===== config.mk =====
export PLATFORM = sky130hd
export DESIGN_NAME = pow2_mod_engine
export DESIGN_NICKNAME = d
export VERILOG_FILES = /design/src/rtl/pow2_mod_engine.sv
export SDC_FILE = /design/constraint.sdc
export NUM_CORES = 1
export LEC_CHECK = 0
export BUFFER_PORTS_ARGS = -buffer_cell sky130_fd_sc_hd__buf_2
export CORE_MARGIN = 2
export CORE_UTILIZATION = 50
export CTS_CLUSTER_DIAMETER = 80
export DETAILED_ROUTE_END_ITERATION = 10
export PLACE_DENSITY = 0.77
export SLEW_MARGIN = 20
export SYNTH_ARGS = -nofsm -noshare
export SYNTH_HDL_FRONTEND = slang
export SYNTH_SLANG_ARGS = --single-unit

===== constraint.sdc =====
create_clock -name clk -period 4.1 [get_ports clk]
set_input_delay 0 -clock clk [delete_from_list [all_inputs] [get_ports clk]]
set_output_delay 0 -clock clk [all_outputs]
set_load 0.005 [all_outputs]

===== src/rtl/pow2_mod_engine.sv =====
// pow2_mod_engine: sequential 2^n mod MOD for one RNS channel.
// Left-to-right binary exponentiation with a bit-serial modular squarer.
module pow2_mod_engine #(
   parameter  int MOD = 7,
   parameter  int N_W = 32,
   localparam int R_W = $clog2(MOD)
) (
   input  logic           clk,
   input  logic           rst,
   input  logic           in_valid,
   output logic           in_ready,
   input  logic [N_W-1:0] n,
   output logic           out_valid,
   input  logic           out_ready,
   output logic [R_W-1:0] res,
   output logic           busy
);

   localparam int I_W = $clog2(N_W) + 1;
   localparam int M_W = $clog2(R_W);
   localparam logic [R_W:0] MODV = (R_W+1)'(MOD);

   typedef enum logic [1:0] {
      IDLE,
      SQUARE,
      DOUBLE,
      DONE
   } state_t;

   state_t         state_q;
   logic [N_W-1:0] n_q;
   logic [I_W-1:0] idx_q;
   logic [R_W-1:0] r_q;
   logic [R_W-1:0] acc_q;
   logic [M_W-1:0] mcnt_q;
   logic [R_W-1:0] res_q;

   logic [R_W:0]   t1, t2, d1;
   logic [R_W-1:0] acc_d;
   logic [R_W-1:0] r_d;
   logic           n_bit;

   // Operands stay below MOD, so one conditional subtract per add suffices.
   always_comb begin
      n_bit = |(n_q & (N_W'(1) << idx_q));
      t1 = {acc_q, 1'b0};
      if (t1 >= MODV) t1 = t1 - MODV;
      t2 = t1 + (r_q[mcnt_q] ? {1'b0, r_q} : '0);
      if (t2 >= MODV) t2 = t2 - MODV;
      acc_d = t2[R_W-1:0];
      d1 = {acc_q, 1'b0};
      if (d1 >= MODV) d1 = d1 - MODV;
      r_d = n_bit ? d1[R_W-1:0] : acc_q;
   end

   always_ff @(posedge clk or posedge rst) begin
      if (rst) begin
         state_q <= IDLE;
         n_q     <= '0;
         idx_q   <= '0;
         r_q     <= '0;
         acc_q   <= '0;
         mcnt_q  <= '0;
         res_q   <= '0;
      end else begin
         unique case (state_q)
            IDLE: begin
               if (in_valid) begin
                  n_q     <= n;
                  r_q     <= R_W'(1);
                  acc_q   <= '0;
                  idx_q   <= I_W'(N_W - 1);
                  mcnt_q  <= M_W'(R_W - 1);
                  state_q <= SQUARE;
               end
            end
            SQUARE: begin
               acc_q <= acc_d;
               if (mcnt_q == '0) state_q <= DOUBLE;
               else              mcnt_q  <= mcnt_q - M_W'(1);
            end
            DOUBLE: begin
               r_q    <= r_d;
               acc_q  <= '0;
               mcnt_q <= M_W'(R_W - 1);
               if (idx_q == '0) begin
                  res_q   <= r_d;
                  state_q <= DONE;
               end else begin
                  idx_q   <= idx_q - I_W'(1);
                  state_q <= SQUARE;
               end
            end
            DONE: begin
               if (out_ready) state_q <= IDLE;
            end
            default: state_q <= IDLE;
         endcase
      end
   end

   assign in_ready  = (state_q == IDLE);
   assign out_valid = (state_q == DONE);
   assign busy      = (state_q == SQUARE) || (state_q == DOUBLE);
   assign res       = res_q;

endmodule

==> qor.csv <==
metric,value,unit
io-pin-count,42,
half_perimeter_wire_length_of_the_detailed_placement_result,3.94,mm
first_iter_violations,154,
crit_path_max_fanout,5,
slew-limit-headroom,43.3,%
place.gp.congestion,0.823,
routed_via_density,5.55,
worst-slew-pin-transition,0.849,ns
post_route_cells_drive_above_1_share,27.5,%
drv_cap,0,
floorplan.initialDensity,52.3,%
fp.dieW,77.3,µm
synth.most_common_cell,dfrtp_1,
total_of_endpoints_with_negative_setup_slack_in_the_final_report,0,
pd_cells,579,nW/µm²
die_height,77.3,µm
core_area,5140,µm²
fp.dieArea,5980,µm²
setup_repair_after_global_routing_missed_its_margin,false,
final_antenna_net_count,0,
synth_enable_flop_cells,0,
final-max-slew-violation-count,0,
postLayoutSetupSlackWorst,1.62,ns
final_period_minus_worst_setup_slack,2.48,ns
synthesis.nets,293,
gr-total-overflow,0,
grt_antenna_before_repair,0,
outcome,"finished, final reports clean",
diodes,0,
synth_async_sr_flop_share,100,%
groute.usage.overall,21.7,%
post_synth_num_cell_types,45,
slowest_delay,0.51,ns
endpoint_kind,flop,
cts_root_buf,clkbuf_8,
tritoncts_num_sinks,51,
cp_class,flop to flop,
ys.warnings.count,0,
worst_skew_late_latency,0.31,ns
total_leakage_power,1.53,nW
total_negative_setup_slack,0,ns
yosysSeqAreaShare,47.5,%
cts.repair_timing.setup_buffer_count,0,
start_kind,flop,
synthesized_area_divided_by_synthesized_cell_count,11.1,µm²
timing.critical_path.cells,"nor2b_1, nor2_1, a211oi_1, fa_1, ha_1, nor2b_1, nor2_1, mux2i_1, o21ai_0",
nets,363,
drt_first_pass_iters,4,
top_achievable_clock_speed,0.403,GHz
cts_max_level,2,
ys_ff_latch,51,
drt-total-wl,5.91,mm
vias_post_dr,2127,
input_output_buffers,41,
worst_clock_skew,0.0120,ns
synth_top_cell_area_share,47.5,%
launch_instance_of_the_worst_register_to_register_path,mcnt_q[0],
clk_transition_reported_paths,0.09,ns
syn_inst,242,
grt_pass1_wl,10.2,mm
clock_path_buffers,2,
synth_common_cells,"51 x dfrtp_1, 32 x mux2_2, 19 x nand2_1",
synth_ff_type,dfrtp_1,
cts_made_buffers,5,
path_buf_inv,0,
layout_worst_path_cycle_share,60.5,%
yosys-top-cells-area,"dfrtp_1 47%, mux2_2 13%, ha_1 6.5%, nand2_1 2.7%, o21ai_0 2.2%",
maximum_number_of_pins_on_one_net_before_global_route_repair,52,
critPathArrivalTime,2.68,ns
hold_start,in_valid,
startpoint_of_the_worst_setup_timing_path,mcnt_q[0],
worst_ep_required_time,4.30,ns
drt_drc_violations_left,0,
floorplan.rows,26,
detail_route.wl_per_cell,15.4,µm
tritoncts,yes,
finalHoldViolCount,0,
num-fill-cells,431,
post_cts_hold_buffer_count,33,
synthToLayoutAreaGrowth,24.9,%
synth_largest_area_cell,dfrtp_1,
critical_path.slowest_cell,fa_1,
synthesis.area,2690,µm²
worst_path_dominant_cell_family,adder cells,
min-delay-path-class,input port to flop,
first_global_vias,2187,
worst_supply_voltage_drop_on_vdd,0.361,mV
cts_repair_resize_count,0,
dp_worst_setup_slack,1.63,ns
-- cell type report --
type | count | area, µm² | share of cell area [%]
Timing Repair Buffer | 75 | 543 | 16.2
Clock buffer | 6 | 82.6 | 2.46
Multi-Input combinational cell | 170 | 1300 | 38.6
Sequential cell | 51 | 1280 | 38.0
Tap cell | 70 | 87.6 | 2.61
Inverter | 9 | 35.0 | 1.04
Clock inverter | 2 | 35.0 | 1.04
-- flip-flops by register name (all words and copies together), names as in the netlist --
register,count
n_q,32
idx_q,6
acc_q,3
r_q,3
res,3
mcnt_q,2
state_q,2
-- worst paths after layout --
path	slack, ns	cells past startpoint	to
max	1.62	9	acc_q[1]
max in group asynchronous	3.21	3	idx_q[2]
min	0.15	4	mcnt_q[1]
min reg2reg	0.50	2	res[2]
max reg2reg	1.62	9	acc_q[1]
min in group asynchronous	0.38	3	idx_q[3]
-- cell families after synthesis --
group | synth area share (%)
compound gates | 14.6
xor+xnor | 0.652
mux | 15.3
simple gates | 10.4
flops | 47.5
fa+ha+maj | 7.26
buf+inv | 4.28
-- placed cells by master (no fill, tap or decap), types with 2 or more instances in the layout --
cell,instances
mux2i_1,5
or3_1,3
clkinv_2,2
nand2_1,19
nor3_1,3
clkbuf_8,6
o21ai_1,5
a21oi_1,11
nor2b_1,6
o21ai_0,12
dlygate4sd3_1,33
nand2b_1,3
nand3b_1,2
dfrtp_1,51
nor2_1,9
ha_1,14
mux2_2,32
a222oi_1,2
a221oi_1,2
o21a_1,2
inv_1,8
and2_1,2
nand3_1,7
a31oi_1,5
a22oi_1,4
a211oi_1,4
buf_2,41
a21o_1,3
-- per-layer routing --
| metal | up-vias | GRT usage (%) | share of wire (%) |
|---|---|---|---|
| met5 | - | 0 | 0 |
| met4 | 0 | 7.86 | 2.3 |
| met3 | 15 | 5.18 | 6.1 |
| met2 | 75 | 37.7 | 49 |
| met1 | 1023 | 26.2 | 42 |
| li1 | 1014 | - | - |
-- worst register-to-register path, stage by stage (launching register included) --
cell	delay (ns)
dfrtp_1	0.43
nor2b_1	0.18
nor2_1	0.06
a211oi_1	0.36
fa_1	0.51
ha_1	0.22
nor2b_1	0.13
nor2_1	0.20
mux2i_1	0.20
o21ai_0	0.08
-- power breakdown --
part	internal (W)	switching [W]	total, W
clock network	0.000197	0.000160	0.000358
registers	0.000701	0.000153	0.000854
logic	0.000365	0.000365	0.000730
-- metrics by stage --
step           std cells  cell area (µm²)  total power [W]  hold WS, ns  util, %
5_1_grt              383             3360          0.00208        0.206     65.3
3_5_place_dp         342             2910          0.00155        0.236     56.5
6_report             383             3360          0.00194        0.145     65.3
2_1_floorplan        242             2690          0.00136        0.150        -
4_1_cts              383             3350          0.00194        0.155     65.3
3_3_place_gp         342             2910          0.00152        0.231     56.5
(Power assumes the default switching activity.)
